--- src/rtl/sha3_pkg.sv ---
// Shared constants and FSM state encoding for the streaming SHA-3/Keccak padder.
package sha3_pkg;

  localparam logic [7:0] DS_SHA3   = 8'h06;
  localparam logic [7:0] DS_SHAKE  = 8'h1F;
  localparam logic [7:0] DS_KECCAK = 8'h01;
  localparam logic [7:0] PAD_END   = 8'h80;

  typedef enum logic [1:0] {
    ACCEPT = 2'd0,
    ZFILL  = 2'd1,
    FULL   = 2'd2
  } state_e;

endpackage

--- src/rtl/sha3_pad_word.sv ---
// Single-word padder: keeps the first byte_num bytes, inserts the domain-separation
// byte right after them and clears the remaining bytes.
module sha3_pad_word
  import sha3_pkg::*;
#(
  parameter int         W       = 32,
  parameter logic [7:0] DS_BYTE = DS_SHA3,
  localparam int        NB      = W / 8,
  localparam int        BNW     = (NB > 1) ? $clog2(NB) : 1
) (
  input  logic [W-1:0]   word,
  input  logic [BNW-1:0] byte_num,
  output logic [W-1:0]   padded
);

  int bn_s;

  // Byte mask plus suffix insertion; an out-of-range byte_num is clamped to NB-1.
  always_comb begin
    bn_s   = (int'(byte_num) >= NB) ? (NB - 1) : int'(byte_num);
    padded = '0;
    for (int i = 0; i < NB; i++) begin
      if (i < bn_s) begin
        padded[W-1-8*i -: 8] = word[W-1-8*i -: 8];
      end else if (i == bn_s) begin
        padded[W-1-8*i -: 8] = DS_BYTE;
      end else begin
        padded[W-1-8*i -: 8] = 8'h00;
      end
    end
  end

endmodule

--- src/rtl/sha3_padder_stream.sv ---
// Streaming SHA-3/Keccak padder: shifts W-bit words into a rate-sized block, applies
// the suffix and pad10*1 rule, and holds each complete block until the consumer acks it.
module sha3_padder_stream
  import sha3_pkg::*;
#(
  parameter int         W         = 32,
  parameter int         RATE_BITS = 1088,
  parameter logic [7:0] DS_BYTE   = DS_SHA3,
  localparam int        NB        = W / 8,
  localparam int        WORDS     = RATE_BITS / W,
  localparam int        BNW       = (NB > 1) ? $clog2(NB) : 1,
  localparam int        CW        = $clog2(WORDS)
) (
  input  logic                 clk,
  input  logic                 reset_n,
  input  logic [W-1:0]         in,
  input  logic                 in_valid,
  input  logic                 is_last,
  input  logic [BNW-1:0]       byte_num,
  output logic                 in_ready,
  output logic [RATE_BITS-1:0] out,
  output logic                 out_valid,
  output logic                 out_last,
  input  logic                 out_ack
);

  localparam logic [CW-1:0] LAST_SLOT = CW'(WORDS - 1);

  state_e               state_r, state_s;
  logic [CW-1:0]        cnt_r, cnt_s;
  logic [RATE_BITS-1:0] buf_r, buf_s;
  logic                 out_valid_r, out_valid_s;
  logic                 out_last_r, out_last_s;
  logic [W-1:0]         padded_s;

  sha3_pad_word #(
    .W       (W),
    .DS_BYTE (DS_BYTE)
  ) u_pad_word (
    .word     (in),
    .byte_num (byte_num),
    .padded   (padded_s)
  );

  // Next-state, counter and buffer update for ACCEPT / ZFILL / FULL.
  always_comb begin
    state_s     = state_r;
    cnt_s       = cnt_r;
    buf_s       = buf_r;
    out_valid_s = out_valid_r;
    out_last_s  = out_last_r;
    case (state_r)
      ACCEPT: begin
        if (in_valid) begin
          cnt_s = cnt_r + CW'(1'b1);
          if (!is_last) begin
            buf_s = {buf_r[RATE_BITS-W-1:0], in};
            if (cnt_r == LAST_SLOT) begin
              state_s     = FULL;
              out_valid_s = 1'b1;
              out_last_s  = 1'b0;
            end else begin
              state_s = ACCEPT;
            end
          end else if (cnt_r == LAST_SLOT) begin
            // Suffix and final pad bit share the block's last word (0x86 for SHA3).
            buf_s       = {buf_r[RATE_BITS-W-1:0], padded_s | W'(PAD_END)};
            state_s     = FULL;
            out_valid_s = 1'b1;
            out_last_s  = 1'b1;
          end else begin
            buf_s   = {buf_r[RATE_BITS-W-1:0], padded_s};
            state_s = ZFILL;
          end
        end else begin
          state_s = ACCEPT;
        end
      end
      ZFILL: begin
        cnt_s = cnt_r + CW'(1'b1);
        if (cnt_r == LAST_SLOT) begin
          buf_s       = {buf_r[RATE_BITS-W-1:0], W'(PAD_END)};
          state_s     = FULL;
          out_valid_s = 1'b1;
          out_last_s  = 1'b1;
        end else begin
          buf_s   = {buf_r[RATE_BITS-W-1:0], {W{1'b0}}};
          state_s = ZFILL;
        end
      end
      FULL: begin
        if (out_ack) begin
          state_s     = ACCEPT;
          cnt_s       = '0;
          buf_s       = '0;
          out_valid_s = 1'b0;
          out_last_s  = 1'b0;
        end else begin
          state_s = FULL;
        end
      end
      default: begin
        state_s     = ACCEPT;
        cnt_s       = '0;
        buf_s       = '0;
        out_valid_s = 1'b0;
        out_last_s  = 1'b0;
      end
    endcase
  end

  // State and datapath registers with synchronous active-low reset.
  always_ff @(posedge clk) begin
    if (!reset_n) begin
      state_r     <= ACCEPT;
      cnt_r       <= '0;
      buf_r       <= '0;
      out_valid_r <= 1'b0;
      out_last_r  <= 1'b0;
    end else begin
      state_r     <= state_s;
      cnt_r       <= cnt_s;
      buf_r       <= buf_s;
      out_valid_r <= out_valid_s;
      out_last_r  <= out_last_s;
    end
  end

  assign in_ready  = reset_n & (state_r == ACCEPT);
  assign out       = buf_r;
  assign out_valid = out_valid_r;
  assign out_last  = out_last_r;

endmodule

--- config.mk ---
export PLATFORM = sky130hd
export DESIGN_NAME = sha3_padder_stream
export DESIGN_NICKNAME = d
export VERILOG_FILES = /design/src/rtl/sha3_pkg.sv /design/src/rtl/sha3_pad_word.sv /design/src/rtl/sha3_padder_stream.sv
export SDC_FILE = /design/constraint.sdc
export NUM_CORES = 2
export LEC_CHECK = 0
export ABC_AREA = 1
export BUFFER_PORTS_ARGS = -buffer_cell sky130_fd_sc_hd__buf_2
export CAP_MARGIN = 20
export CORE_AREA = 2 2 445 447
export DETAILED_ROUTE_END_ITERATION = 8
export DIE_AREA = 0 0 447 449
export PLACE_DENSITY = 0.42
export RECOVER_POWER = 100
export SKIP_CTS_REPAIR_TIMING = 1
export SYNTH_ARGS = -nofsm -noshare
export SYNTH_HDL_FRONTEND = slang
export SYNTH_SLANG_ARGS = --single-unit
--- constraint.sdc ---
create_clock -name clk -period 2 [get_ports clk]
set_input_delay 0.4 -clock clk [delete_from_list [all_inputs] [get_ports clk]]
set_output_delay 0.4 -clock clk [all_outputs]
set_load 0.005 [all_outputs]
==> flow_summary.toml <==
[global_routing]
gr-usage-met1 = 0.233
grt_pass1_vias = 36700
grt_pass1_wl_um = 286000
antenna_found_initial = 4
overflow = 0
grt_max_degree = 114
grt_busiest_layer = "met2"
met3_usage = 0.0506
gr-usage-met2 = 0.339
grt.total_usage = 0.196

[synthesis]
yosys.cell_types.count = 24
syn-num-nets = 4923
yosysTopAreaCell = "dfxtp_1"
synth_area_leaders = "dfxtp_1 (56%), a21oi_1 (13%), nand3_1 (13%)"
synthArstFlopShare = 0
synth-warning-count = 0
ys_ff_latch = 1098
synth_edf_count = 0
ys_seq_area_frac = 0.559
synthFlopType = "dfxtp_1"
syn_area_per_cell_um2 = 8.06
synth.top_cell.area_share = 0.559
yosysMostFrequentCell = "dfxtp_1"
syn_area_mm2 = 0.0394
synthCells = 4882
synthTopCellsByCount = "dfxtp_1 (1,098), nand2_1 (1,057), a21oi_1 (1,026)"

[route]
via_count = 40000
ant_nets = 0
viasPerCell = 4.61
drt_iter0_drc = 3219
firstDrtPassIters = 5
wl_per_cell_um = 23.9
routed_wirelength_um = 207000
drcViolationCount = 0

[min_path]
hold_path_depth = 3
min_to = "out[17]"
hp-start = "in[17]"
worstHoldPathType = "primary input to register"

[floorplanning]
chipHeight_um = 449
pin_count = 1130
row_count = 163
dieWidth_um = 447
initial_core_util = 0.201
dieArea_mm2 = 0.201
core_mm2 = 0.196

[placed_design]
io_buffers = 1129
dp_hpwl_um = 158000
dpl-instance-area_mm2 = 0.0488
place_ws_ps = -187
place_congestion = 0.952

[power_and_ir_drop]
p_leak_nw = 21.2
p_switching_w = 0.0123
seq_power_share = 0.447
clockPowerShare = 0.494
p_int_w = 0.0372
cellPowerDensity_mw_per_mm2 = 925
ir_drop_mv = 0.712
pwr-share-comb = 0.059
sw_frac_of_total = 0.249

[critical_path]
critPathKind = "register to primary output"
crit_buf_inv = 3
rr_endpoint = "out[593]"
crit_path_max_fanout = 6
worstReg2RegStart = "state_r[0]"
crit_required_ps = 1600
cp_top_family = "flip-flops"
start_kind = "register"
r2r_cells = 7
cp.arrival_ps = 1610
r2r_slack_ps = 60
critPathCaptureType = "primary output"
cpMaxStageDelayCell = "dfxtp_4"
cp_cell_sequence = "nor2_4 -> buf_6 -> inv_1 -> nor2_2 -> buf_2"
max_stage_delay_ps = 370

[finish]
final_cell_area_mm2 = 0.0536
finalNetCount = 5982
drive_gt1_frac = 0.264
synthToLayoutAreaGrowth_pct = 36.1
fin_util = 0.273

[timing]
setup_viol = 1
fin_crit_sh = 1.00
tightest_slew_ps = 617
setup_ws_ps = -5.70
hold_violations = 0
final_max_slew_viol_count = 0
slew_headroom = 0.588
fmax_mhz = 499
rsz0062_at_grt = "yes"
final.min_clock_period_ps = 2010
finClkSkew_ps = 29.5

[clock_network]
tritoncts = "yes"
cts_made_buffers = 137
insertion_delay_ps = 770
clockBufferDepth = 3
root_buffer = "clkbuf_16"
cts_max_level = 4
clkTransAtPathRegs_ps = 60
cts_num_sinks = 1098

[flow_run]
maxCapViolations = 0

[status]
violations = "setup timing"
status = "finished, violations left"
==> final cells by class <==
cell class	instances	area, um2
inverter	19	78.8
tap	2640	3300
fill	21700	143000
multi-input combinational	3294	15200
clock inverter	32	415
sequential	1098	22000
clock buffer	193	3960
antenna	3	7.51
timing repair buffer	1391	8580
==> placed cells by master, fill, tap and decap left out, types with 2 or more instances in the layout <==
cell type,count
clkinv_8,2
o211ai_1,2
nand2_1,1055
nand2_4,2
buf_4,162
inv_6,6
clkbuf_16,141
buf_6,3
clkbuf_8,24
clkinvlp_4,3
a21oi_1,1026
bufinv_16,4
dfxtp_1,1074
a22oi_1,36
inv_1,17
diode_2,3
nor3_1,29
a211oi_1,2
buf_12,70
clkinv_2,10
clkinv_4,2
nand3_1,1007
o21ai_0,15
dfxtp_2,23
dlygate4sd3_1,29
nand4_1,3
inv_16,3
clkbuf_1,29
clkinv_16,2
ha_1,2
nor2_1,108
buf_2,1125
==> power groups by stage <==
stage / clock, W / sequential [W] / combinational, W
after floorplan: 0 / 0.0226 / 0.00166
after global placement: 0 / 0.0226 / 0.00290
after detailed placement: 0 / 0.0226 / 0.00288
after CTS: 0.0252 / 0.0221 / 0.00288
after global routing: 0.0260 / 0.0221 / 0.00315
final: 0.0245 / 0.0222 / 0.00291
==> kinds of logic (layout without fill, tap and decap cells) <==
logic type	Yosys count	in the layout	synth area share
other cells	0	3	0
buf+inv	490	1635	0.0561
simple gates	2209	2209	0.244
compound gates	1083	1083	0.140
fa+ha+maj	2	2	0.000636
flops	1098	1098	0.559
==> sequential cells by signal (all words and copies together) (netlist names) <==
register and cells:
out_last 1, cnt_r 6, out 1088, out_valid 1
state_r 2
==> layer usage <==
metal / vias to the layer above / routed length (um)
li1: 18800 / -
met1: 19800 / 84000
met2: 1177 / 103000
met3: 266 / 13100
met4: 0 / 7050
met5: - / 0
==> through the flow <==
stage	total power, W	instances	setup TNS [ps]	hold WS (ps)
5_1_grt	0.0513	8668	-125	6.70
3_5_place_dp	0.0255	8412	-761	467
6_report	0.0495	8670	-5.70	33.1
2_1_floorplan	0.0242	4882	0	462
3_3_place_gp	0.0255	8412	-619	467
4_1_cts	0.0503	8637	-2620	-204
==> worst max-delay path by stage <==
stage / startpoint / cells past startpoint / end
6_report: state_r[1] / 5 / in_ready
5_1_grt: state_r[1] / 5 / in_ready
4_1_cts: state_r[1] / 5 / in_ready
3_5_place_dp: out_ack / 7 / out[324]
3_3_place_gp: out_ack / 7 / out[324]
2_1_floorplan: reset_n / 4 / in_ready
==> tightest hold or removal path, delay by kind of cell <==
kind	cells	cell delay [ps]
buf+inv	1	120
compound gates	2	250
Power figures use the tool's default switching activity.
